### config.mk
export PLATFORM = sky130hd
export DESIGN_NAME = approx_mult_pipe_flat
export DESIGN_NICKNAME = d
export VERILOG_FILES = /design/src/rtl/approx_mult_pipe_if.sv /design/src/rtl/approx_mult_pipe.sv /design/src/flat_wrapper.sv
export SDC_FILE = /design/constraint.sdc
export NUM_CORES = 1
export LEC_CHECK = 0
export CAP_MARGIN = 10
export CELL_PAD_IN_SITES_DETAIL_PLACEMENT = 1
export CELL_PAD_IN_SITES_GLOBAL_PLACEMENT = 1
export CORE_ASPECT_RATIO = 0.9
export CORE_MARGIN = 1
export CORE_UTILIZATION = 31
export CTS_CLUSTER_SIZE = 8
export DETAILED_ROUTE_END_ITERATION = 7
export PLACE_DENSITY = 0.69
export RECOVER_POWER = 100
export SYNTH_ARGS = -nofsm -noshare
export SYNTH_HDL_FRONTEND = slang
export SYNTH_SLANG_ARGS = --single-unit
### constraint.sdc
create_clock -name clk -period 4.5 [get_ports clk]
set_clock_uncertainty 0.05 [all_clocks]
set_input_delay 1.35 -clock clk [delete_from_list [all_inputs] [get_ports clk]]
set_output_delay 1.35 -clock clk [all_outputs]
set_load 0.05 [all_outputs]
### src/rtl/approx_mult_pipe_if.sv
// Streaming operand/result bundle for approx_mult_pipe.
// The slave modport is the multiplier; the master modport is the source plus sink side.
interface approx_mult_pipe_if #(
  parameter int N = 8
);
  logic           in_valid;
  logic           in_ready;
  logic [N-1:0]   x;
  logic [N-1:0]   y;
  logic           in_exact;
  logic           out_valid;
  logic           out_ready;
  logic [2*N-1:0] z;
  logic           out_exact;

  modport master (
    output in_valid, x, y, in_exact, out_ready,
    input  in_ready, out_valid, z, out_exact
  );

  modport slave (
    input  in_valid, x, y, in_exact, out_ready,
    output in_ready, out_valid, z, out_exact
  );
endinterface

### src/rtl/approx_mult_pipe.sv
// Two-stage unsigned NxN multiplier with per-transaction exact/approximate mode.
// Approximate mode OR-compresses the L low multiplier rows from column K upward.
module approx_mult_pipe #(
  parameter int N  = 8,
  parameter int L  = 2,
  parameter int K  = N - 1,
  parameter int CW = 16
) (
  input  logic                clk,
  input  logic                rst,
  approx_mult_pipe_if.slave   bus,
  output logic [CW-1:0]       approx_count
);

  localparam int W = 2 * N;
  localparam logic [W-1:0]  LOW_MASK = W'((1 << L) - 1);
  localparam logic [CW-1:0] CNT_MAX  = '1;

  logic [W-1:0] x_ext;
  logic [W-1:0] y_ext;
  logic [W-1:0] h_part;
  logic [W-1:0] low_part;
  logic [W-1:0] c_part;

  logic         s1_valid;
  logic         s1_exact;
  logic [W-1:0] s1_h;
  logic [W-1:0] s1_c;
  logic [W-1:0] s1_low;

  logic         out_valid_q;
  logic         out_exact_q;
  logic [W-1:0] z_q;

  logic         adv1;
  logic         adv2;

  assign x_ext = {{N{1'b0}}, bus.x};
  assign y_ext = {{N{1'b0}}, bus.y};

  // Masking instead of slicing x keeps the L = 0 build legal.
  assign h_part   = y_ext * (x_ext & ~LOW_MASK);
  assign low_part = y_ext * (x_ext & LOW_MASK);

  // One OR-reduced bit per kept column; columns outside K..N+L-2 are discarded.
  for (genvar k = 0; k < W; k++) begin : g_col
    if (k >= K && k <= N + L - 2) begin : g_kept
      logic [L:0] acc;
      assign acc[0] = 1'b0;
      for (genvar i = 0; i < L; i++) begin : g_row
        if (k - i >= 0 && k - i <= N - 1) begin : g_hit
          assign acc[i+1] = acc[i] | (bus.x[i] & bus.y[k-i]);
        end else begin : g_miss
          assign acc[i+1] = acc[i];
        end
      end
      assign c_part[k] = acc[L];
    end else begin : g_drop
      assign c_part[k] = 1'b0;
    end
  end

  assign adv2 = !out_valid_q || bus.out_ready;
  assign adv1 = !s1_valid || adv2;

  assign bus.in_ready  = adv1;
  assign bus.out_valid = out_valid_q;
  assign bus.z         = z_q;
  assign bus.out_exact = out_exact_q;

  always_ff @(posedge clk) begin
    if (rst) begin
      s1_valid <= 1'b0;
      s1_exact <= 1'b0;
      s1_h     <= '0;
      s1_c     <= '0;
      s1_low   <= '0;
    end else if (adv1) begin
      s1_valid <= bus.in_valid;
      if (bus.in_valid) begin
        s1_exact <= bus.in_exact;
        s1_h     <= h_part;
        s1_c     <= c_part;
        s1_low   <= low_part;
      end
    end
  end

  // z and out_exact only reload with a real transaction, so they hold while stalled.
  always_ff @(posedge clk) begin
    if (rst) begin
      out_valid_q <= 1'b0;
      out_exact_q <= 1'b0;
      z_q         <= '0;
    end else if (adv2) begin
      out_valid_q <= s1_valid;
      if (s1_valid) begin
        out_exact_q <= s1_exact;
        z_q         <= s1_exact ? (s1_h + s1_low) : (s1_h + s1_c);
      end
    end
  end

  always_ff @(posedge clk) begin
    if (rst) begin
      approx_count <= '0;
    end else if (out_valid_q && bus.out_ready && !out_exact_q && approx_count != CNT_MAX) begin
      approx_count <= approx_count + 1'b1;
    end
  end

endmodule

### src/flat_wrapper.sv
// flat-port wrapper written by rule: the top's interface ports become plain ports
module approx_mult_pipe_flat 
#(
  parameter int N  = 8,
  parameter int L  = 2,
  parameter int K  = N - 1,
  parameter int CW = 16
)
  (clk, rst, approx_count, bus_in_valid, bus_x, bus_y, bus_in_exact, bus_out_ready, bus_in_ready, bus_out_valid, bus_z, bus_out_exact);
  approx_mult_pipe_if #(.N(N)) bus_i ();
  input  logic clk;
  input  logic rst;
  output logic [CW-1:0] approx_count;
  input wire logic [$bits(bus_i.in_valid)-1:0] bus_in_valid;
  input wire logic [$bits(bus_i.x)-1:0] bus_x;
  input wire logic [$bits(bus_i.y)-1:0] bus_y;
  input wire logic [$bits(bus_i.in_exact)-1:0] bus_in_exact;
  input wire logic [$bits(bus_i.out_ready)-1:0] bus_out_ready;
  output wire logic [$bits(bus_i.in_ready)-1:0] bus_in_ready;
  output wire logic [$bits(bus_i.out_valid)-1:0] bus_out_valid;
  output wire logic [$bits(bus_i.z)-1:0] bus_z;
  output wire logic [$bits(bus_i.out_exact)-1:0] bus_out_exact;
  assign bus_i.in_valid = bus_in_valid;
  assign bus_i.x = bus_x;
  assign bus_i.y = bus_y;
  assign bus_i.in_exact = bus_in_exact;
  assign bus_i.out_ready = bus_out_ready;
  assign bus_in_ready = bus_i.in_ready;
  assign bus_out_valid = bus_i.out_valid;
  assign bus_z = bus_i.z;
  assign bus_out_exact = bus_i.out_exact;
  approx_mult_pipe #(.N(N), .L(L), .K(K), .CW(CW)) u_core (.clk(clk), .rst(rst), .bus(bus_i), .approx_count(approx_count));
endmodule
Yosys cells after proc, flatten, opt, wreduce, memory -nomap -nowiden --
Cells that the tools add are included.
Cells by class: reduce and logical (&&, ||, !) cells 10, multiplexer cells 1, add/sub/neg operators 3, bitwise operators 4, $mul 2, eq/ne operators 1
Operators by type and width (count):
- $add A16 B1 Y16 const B | 1
- $add A16 B16 Y16 | 1
- $add A16 B9 Y16 | 1
- $mux W16 | 1
- $ne A16 B16 Y1 const B | 1
- $mul A8 B6 Y14 | 1
- $mul A8 B2 Y10 | 1
- $reduce_and A2 Y1 | 2
- $and A1 B1 Y1 | 3
- $logic_and A1 B1 Y1 | 3
- $logic_not A1 Y1 | 3
- $logic_or A1 B1 Y1 | 2
- $or A1 B1 Y1 | 1
Storage, ports and cells: register bits after elaboration 68, input bits 21, word-level logic and storage cells 30

Depth between registers and ports, before layout --
Gate-level depths: netlist (run 1).
depth in word-level cells 4, depth in mapped cells 13

Worst setup path before layout (run 1) --
OpenSTA, ideal clock, no wires.
kind in2reg, start input port bus_x[7], end register u_core.s1_h[12], path buffers 0, stages 11, required time 4.359 ns, arrival time 4.383 ns, path slack -0.024 ns, cells stage by stage and2_1 -> fa_1 -> fa_1 -> inv_1 -> fa_1 -> inv_1 -> ha_1 -> a211o_2 -> a31oi_1 -> o21ai_0 -> a311oi_1
Between the ends: cells in the longest elaborated chain, start to end 1
Ends and longest elaborated chain:
- start, declared | line flat_wrapper.sv:15 | input wire logic [$bits(bus_i.x)-1:0] bus_x;
- $mul A8 B6 Y14 | line approx_mult_pipe.sv:42 | assign h_part = y_ext * (x_ext & ~LOW_MASK);
- end signal, assigned | line approx_mult_pipe.sv:82 | s1_h <= h_part;
- end, declared | line approx_mult_pipe.sv:27 | logic [W-1:0] s1_h;
No other way between the ends. A chain may end at the register's enable or synchronous reset.

Worst setup path after layout (run 1) --
start input port bus_x[5], end register u_core.s1_h[12]
The elaborated chain is that of the path after synthesis.

==> results of run 1 <==
[registers in the layout, indices dropped and copies added (netlist names)]
register	count
u_core.approx_count	16
u_core.bus.z	16
u_core.s1_h	14
u_core.s1_low	10
u_core.s1_c	2
u_core.bus.out_exact	1
u_core.bus.out_valid	1
u_core.s1_exact	1
u_core.s1_valid	1
[cell families after synthesis]
logic type	count (synthesis)
compound gates	141
flops	62
mux	8
buf+inv	79
xor+xnor	23
fa+ha+maj	69
simple gates	237
[routing by layer]
layer / wire [microns] / up-vias / share of wire [%]
met3: 368 / 16 / 2.5
li1: - / 2351 / -
met2: 7638 / 51 / 51
met1: 6819 / 2371 / 46
met5: 0 / - / 0
met4: 147 / 0 / 0.98
[worst max-delay path: stages]
cell and delay [ns]:
clkdlybuf4s15_2 0.23, and2_4 0.16, fa_1 0.50, fa_1 0.51, inv_2 0.04, fa_1 0.49
inv_2 0.04, ha_4 0.26, o21ai_2 0.06, o21bai_2 0.20, a31oi_4 0.13, or3_1 0.38
a311oi_2 0.25
[worst max-delay path by stage]
stage / end / slack [ns] / depth (start not counted)
after floorplan: u_core.s1_h[12]$_SDFFE_PP0P_ / -0.006 / 12
after detailed placement: u_core.s1_h[12]$_SDFFE_PP0P_ / -0.81 / 13
after CTS: u_core.s1_h[12]$_SDFFE_PP0P_ / 0.001 / 13
final: u_core.s1_h[12]$_SDFFE_PP0P_ / 0.1 / 13
after global placement: u_core.s1_h[15]$_SDFFE_PP0P_ / -0.64 / 13
after global routing: u_core.s1_h[12]$_SDFFE_PP0P_ / -0.01 / 13
[repair_timing]
action                                  4_1_cts  5_1_grt
setup buffers                                 2        3
pin swaps                                    10       24
gates resized for setup                      51       27
endpoints found under the setup margin        8        7
gates cloned                                  0        0
[report_power, final]
group / internal (mW) / switching (mW) / leakage, nW
registers: 0.596 / 0.0594 / 0.507
logic: 0.419 / 0.476 / 2.23
clock network: 0.429 / 0.260 / 0.138
total: 1.44 / 0.796 / 2.87
[placed cells by master, fill, tap and decap left out, types with 27 or more instances in the layout]
cell           count
fa_1              27
dfxtp_1           62
dlygate4sd3_1     36
inv_1             52
a21oi_1           38
nor2_1            40
and2_1            34
ha_1              36
nand2_1           60
buf_4             46
[per-stage QoR]
step / instances / TNS, ns / power [mW]
2_1_floorplan: 619 / -0.005575 / 1.180
3_3_place_gp: 900 / -4.756 / 1.435
3_5_place_dp: 900 / -5.580 / 1.468
4_1_cts: 918 / 0 / 2.240
5_1_grt: 921 / -0.009901 / 2.387
6_report: 921 / 0 / 2.239
[layout make-up]
| class | count | area share (%) |
|---|---|---|
| multi-input cells | 478 | 56.27 |
| flip-flops and latches | 62 | 19.00 |
| repair buffers | 104 | 13.06 |
| well taps | 207 | 3.965 |
| clock buffers | 9 | 3.448 |
| inverters | 54 | 3.103 |
| clock inverters | 7 | 1.149 |
==> impl_metrics.py, run 1 <==
metrics = {
    "clocking": {
        "cts.htree.levels": 3,
        "cts_tree": "done",
        "cts_sinks": 62,
        "clk_path_buf_depth": 2,
        "cts_buffers": 9,
        "clk_pin_slew_worst_paths_ns": 0.06,
        "insertion_delay_ns": 0.33,
        "cts_hold_buf": 0,
        "cts_root_buf": "clkbuf_16",
    },
    "logic_synthesis": {
        "ys_seq_elements": 62,
        "syn_nets": 709,
        "yosysWarnings": 0,
        "synth_top_family_by_area": "simple AND/OR/NAND/NOR gates",
        "synth_area_leaders": "dfxtp_1 24%, fa_1 11%, ha_1 10%, and2_1 6.0%, nand2_1 4.4%",
        "synth.most_common_cell": "dfxtp_1",
        "async_reset_ff_share_pct": 0,
        "synth_common_cells": "62 x dfxtp_1, 60 x nand2_1, 54 x inv_1",
        "avgSynthCellArea_sq_um": 8.249,
        "synth_top_cell_area_share_pct": 24.31,
        "syn_inst": 619,
        "synthAdderAreaFrac_pct": 21.02,
        "synth_edf_count": 0,
        "ys_types": 67,
        "synth_mux_area_share_pct": 1.568,
        "synth.cell_area_sq_um": 5106,
        "synthFlopType": "dfxtp_1",
        "synth_compound_area_share_pct": 18.55,
        "synth-simple-area-share_pct": 24.50,
        "synthXorXnorAreaFrac_pct": 3.945,
        "ys_seq_area_share_pct": 24.31,
        "synth.largest_area_cell": "dfxtp_1",
    },
    "grt": {
        "grt_pass1_wl_microns": 25170,
        "antenna_found_initial": 0,
        "gr-usage-met3_pct": 4.192,
        "grtUsageMet1_pct": 23.13,
        "met2_usage_pct": 33.62,
        "grt.busiest_layer": "met2",
        "grt-ovfl-total": 0,
        "grt_pass1_vias": 5132,
        "track_usage_pct": 18.81,
        "grt_max_degree": 58,
    },
    "hold_path": {
        "hold_path.class": "flop to flop",
        "hold_start": "u_core.bus.z[0]$_SDFFE_PP0P_",
        "holdPathEnd": "u_core.bus.z[0]$_SDFFE_PP0P_",
        "whs_path_depth": 2,
    },
    "final_layout": {
        "register_area_sq_um": 1241,
        "fin_util_pct": 40.50,
        "fillers": 1908,
        "antenna_cells": 0,
        "final_cell_area_sq_um": 6533,
        "drive_gt1_share_pct": 15.83,
        "multi_input_area_sq_um": 3676,
        "layout.nets": 799,
        "area_delta_synth_final_pct": 27.93,
    },
    "detailed_routing": {
        "route.detailed.vias_per_inst": 5.200,
        "wl_microns": 14970,
        "postRouteAntennaNets": 0,
        "wire_per_inst_microns": 16.26,
        "drt_iter0_markers": 181,
        "dr.pass1.iters": 4,
        "drc": 0,
        "num_vias": 4789,
    },
    "power": {
        "max-vdd-ir-drop_v": 0.0001731,
        "p_per_area_nw_per_um2": 342.7,
        "leakage_nw": 2.873,
    },
    "setup_path": {
        "path_class": "input pin to flop",
        "crit_required_ns": 4.70,
        "reg2reg_from": "u_core.s1_h[2]$_SDFFE_PP0P_",
        "start_kind": "input pin",
        "cp-startpoint": "bus_x[5]",
        "r2r_cells": 8,
        "r2r_slack_ns": 2.10,
        "crit_arrival_ns": 4.60,
        "critPathMaxFanout": 5,
        "crit_path_end_kind": "flop",
        "r2r-end": "u_core.bus.z[14]$_SDFFE_PP0P_",
    },
    "floorplanning": {
        "rows": 44,
        "start_util_pct": 31.66,
        "die_h_microns": 123.8,
        "dieArea_sq_um": 16990,
        "coreArea_sq_um": 16130,
        "die_w_microns": 137.3,
        "io_pins": 56,
    },
    "timing": {
        "whs_ns": 0.4071,
        "relSlewSlack_pct": 37.65,
        "max_freq_ghz": 0.2270,
        "setup_viol": 0,
        "timing.final.ws_setup_ns": 0.09503,
        "tightest_slew_ns": 0.9340,
        "fin_crit_ns": 4.405,
        "fin_crit_sh_pct": 97.89,
        "slew_violations": 0,
        "hold_viol_final": 0,
    },
    "placement": {
        "port_buffers": 55,
        "gp_congestion": 0.8065,
        "dp_hpwl_microns": 11520,
        "dp_slack_ns": -0.8138,
        "placed_area_sq_um": 6148,
    },
    "flow_run": {
        "drv_cap": 0,
    },
    "run_status": {
        "status": "finished clean",
    },
}
No activity file was read; power rests on OpenSTA's default activity.
==> inputs of run 2 (changes only) <==
--- a/config.mk
+++ b/config.mk
@@ -10,10 +10,10 @@
 export CELL_PAD_IN_SITES_GLOBAL_PLACEMENT = 1
 export CORE_ASPECT_RATIO = 0.9
 export CORE_MARGIN = 1
-export CORE_UTILIZATION = 31
+export CORE_UTILIZATION = 39
 export CTS_CLUSTER_SIZE = 8
 export DETAILED_ROUTE_END_ITERATION = 7
-export PLACE_DENSITY = 0.69
+export PLACE_DENSITY = 0.82
 export RECOVER_POWER = 100
 export SYNTH_ARGS = -nofsm -noshare
 export SYNTH_HDL_FRONTEND = slang
==> constraint.sdc (replaced) <==
create_clock -name clk -period 4 [get_ports clk]
set_clock_uncertainty 0.05 [all_clocks]
set_input_delay 1.2 -clock clk [delete_from_list [all_inputs] [get_ports clk]]
set_output_delay 1.2 -clock clk [all_outputs]
set_load 0.05 [all_outputs]
==> impl_metrics.py, run 2 (synthesized netlist as in run 1, its figures left out) <==
metrics = {
    "clocking": {
        "insertion_delay_ns": 0.33,
        "cts_root_buf": "clkbuf_16",
        "cts.htree.levels": 3,
        "cts_buffers": 9,
        "cts_tree": "done",
        "cts_hold_buf": 0,
        "clk_pin_slew_worst_paths_ns": 0.05,
        "clk_path_buf_depth": 2,
        "cts_sinks": 62,
    },
    "timing": {
        "fin_crit_sh_pct": 106.2,
        "grt_setup_unrepaired": "true",
        "tightest_slew_ns": 0.8963,
        "slew_violations": 0,
        "fin_crit_ns": 4.249,
        "hold_viol_final": 0,
        "tns_ns": -0.9506,
        "setup_viol": 7,
        "relSlewSlack_pct": 40.16,
        "max_freq_ghz": 0.2354,
        "timing.final.ws_setup_ns": -0.2486,
    },
    "grt": {
        "grt_pass1_wl_microns": 27580,
        "grt-ovfl-total": 0,
        "grt_max_degree": 57,
        "antenna_found_initial": 0,
        "grt_pass1_vias": 5590,
        "track_usage_pct": 25.84,
    },
    "final_layout": {
        "fillers": 1490,
        "final_cell_area_sq_um": 6706,
        "layout_common_cells": "62 x dfxtp_1, 60 x nand2_1, 52 x buf_4, 46 x inv_1, 40 x nor2_1",
        "area_delta_synth_final_pct": 31.34,
        "final_common_cell": "dfxtp_1",
        "drive_gt1_share_pct": 19.13,
        "layout.nets": 801,
        "antenna_cells": 0,
    },
    "hold_path": {
        "hold_path.class": "flop to flop",
    },
    "detailed_routing": {
        "drc": 0,
        "wire_per_inst_microns": 18.81,
        "route.detailed.vias_per_inst": 5.674,
        "wl_microns": 16560,
        "postRouteAntennaNets": 0,
        "drt_iter0_markers": 243,
        "dr.pass1.iters": 5,
        "num_vias": 4993,
    },
    "placement": {
        "port_buffers": 55,
        "gp_congestion": 0.8237,
        "dp_hpwl_microns": 11580,
        "placed_area_sq_um": 6178,
    },
    "setup_path": {
        "start_kind": "input pin",
        "path_class": "input pin to flop",
        "crit_required_ns": 4.19,
        "cp_cell_sequence": "buf_8, buf_6, and2_4, fa_1, fa_1, inv_2, fa_2, inv_2, ha_4, a211o_4, a31oi_4, buf_6, o21ai_2, a311oi_1",
        "critPathMaxFanout": 5,
        "cpLargestDelayFamily": "adder cells",
        "cpPeakStageDelay_ns": 0.61,
        "cp_num_buf_inv": 5,
        "critPathSlowestCell": "fa_1",
        "crit_arrival_ns": 4.44,
        "crit_path_end_kind": "flop",
    },
    "floorplanning": {
        "die_h_microns": 110.6,
        "rows": 39,
        "coreArea_sq_um": 12740,
        "dieArea_sq_um": 13550,
        "die_w_microns": 122.6,
        "io_pins": 56,
        "start_util_pct": 40.09,
    },
    "flow_run": {
        "drv_cap": 0,
    },
    "run_status": {
        "violations": "setup timing",
        "status": "finished, violations left",
    },
    "power": {
        "max-vdd-ir-drop_v": 0.0002511,
        "p_per_area_nw_per_um2": 417.8,
        "power_mw": 2.802,
        "leakage_nw": 2.850,
    },
}
## run 2: changes by cell type in the layout (fill, tap and decap cells not counted), moves of 4 or more
| cell | before | now |
|---|---|---|
| inv_1 | 52 | 46 |
| and2_0 | 5 | 1 |
| dlygate4sd3_1 | 36 | 0 |
| buf_2 | 8 | 2 |
| clkdlybuf4s50_1 | 3 | 39 |
| buf_4 | 46 | 52 |
| and2_4 | 11 | 15 |
| inv_2 | 2 | 8 |
## run 2: cell type report
type / instances / area, sq um / area share, %
clock buffers: 9 / 225.2 / 3.358
inverters: 54 / 202.7 / 3.022
multi-input cells: 478 / 3769 / 56.19
repair buffers: 106 / 940.9 / 14.03
clock inverters: 7 / 122.6 / 1.828
well taps: 164 / 205.2 / 3.060
flip-flops and latches: 62 / 1241 / 18.51
## run 2: timing repair
| item | 4_1_cts | 5_1_grt |
|---|---|---|
| setup endpoints to repair | 10 | 8 |
| cloned | 0 | 0 |
| gates resized for setup | 88 | 18 |
| pin swaps | 30 | 27 |
| setup buffers | 5 | 2 |
## run 2: worst reg2reg max path: stages, from the launching register on
cell and delay, ns:
dfxtp_1 0.37, ha_1 0.20, inv_1 0.06, fa_1 0.43
nor2b_2 0.20, o31a_1 0.23, o21ai_0 0.20, a2111oi_0 0.47
a211oi_1 0.09
## run 2: metrics by stage
stage	utilization (%)	worst slack [ns]	std cells	hold WS [ns]
final	52.66	-0.2486	880	0.4112
after global routing	52.66	-0.3157	880	0.4306
after CTS	52.02	-0.2047	878	0.4105
after detailed placement	48.51	-1.003	857	0.3998
after global placement	48.51	-0.8414	857	0.3951
after floorplan	-	-0.2012	619	0.3825
## run 2: report_power, final
part / leakage [nW] / switching (mW) / total (mW) / internal (mW)
logic: 2.18 / 0.604 / 1.17 / 0.562
registers: 0.507 / 0.0681 / 0.738 / 0.670
clock network: 0.162 / 0.289 / 0.898 / 0.610
total: 2.85 / 0.961 / 2.80 / 1.84
## run 2: path summary, 6_finish.rpt
kind / end / slack (ns) / startpoint / depth (start not counted)
max: u_core.s1_h[12]$_SDFFE_PP0P_ / -0.25 / bus_x[4] / 14
min: u_core.bus.z[3]$_SDFFE_PP0P_ / 0.41 / u_core.bus.z[3]$_SDFFE_PP0P_ / 2
max reg2reg: u_core.bus.z[14]$_SDFFE_PP0P_ / 1.57 / u_core.s1_h[2]$_SDFFE_PP0P_ / 8
min reg2reg: u_core.bus.z[3]$_SDFFE_PP0P_ / 0.41 / u_core.bus.z[3]$_SDFFE_PP0P_ / 2
## run 2: metal layers
metal	GRT usage, %	wire length (microns)	vias up
met4	10.08	566	0
met5	0	0	-
met3	5.269	538	54
met1	28.93	6635	2474
li1	-	-	2358
met2	46.93	8816	107
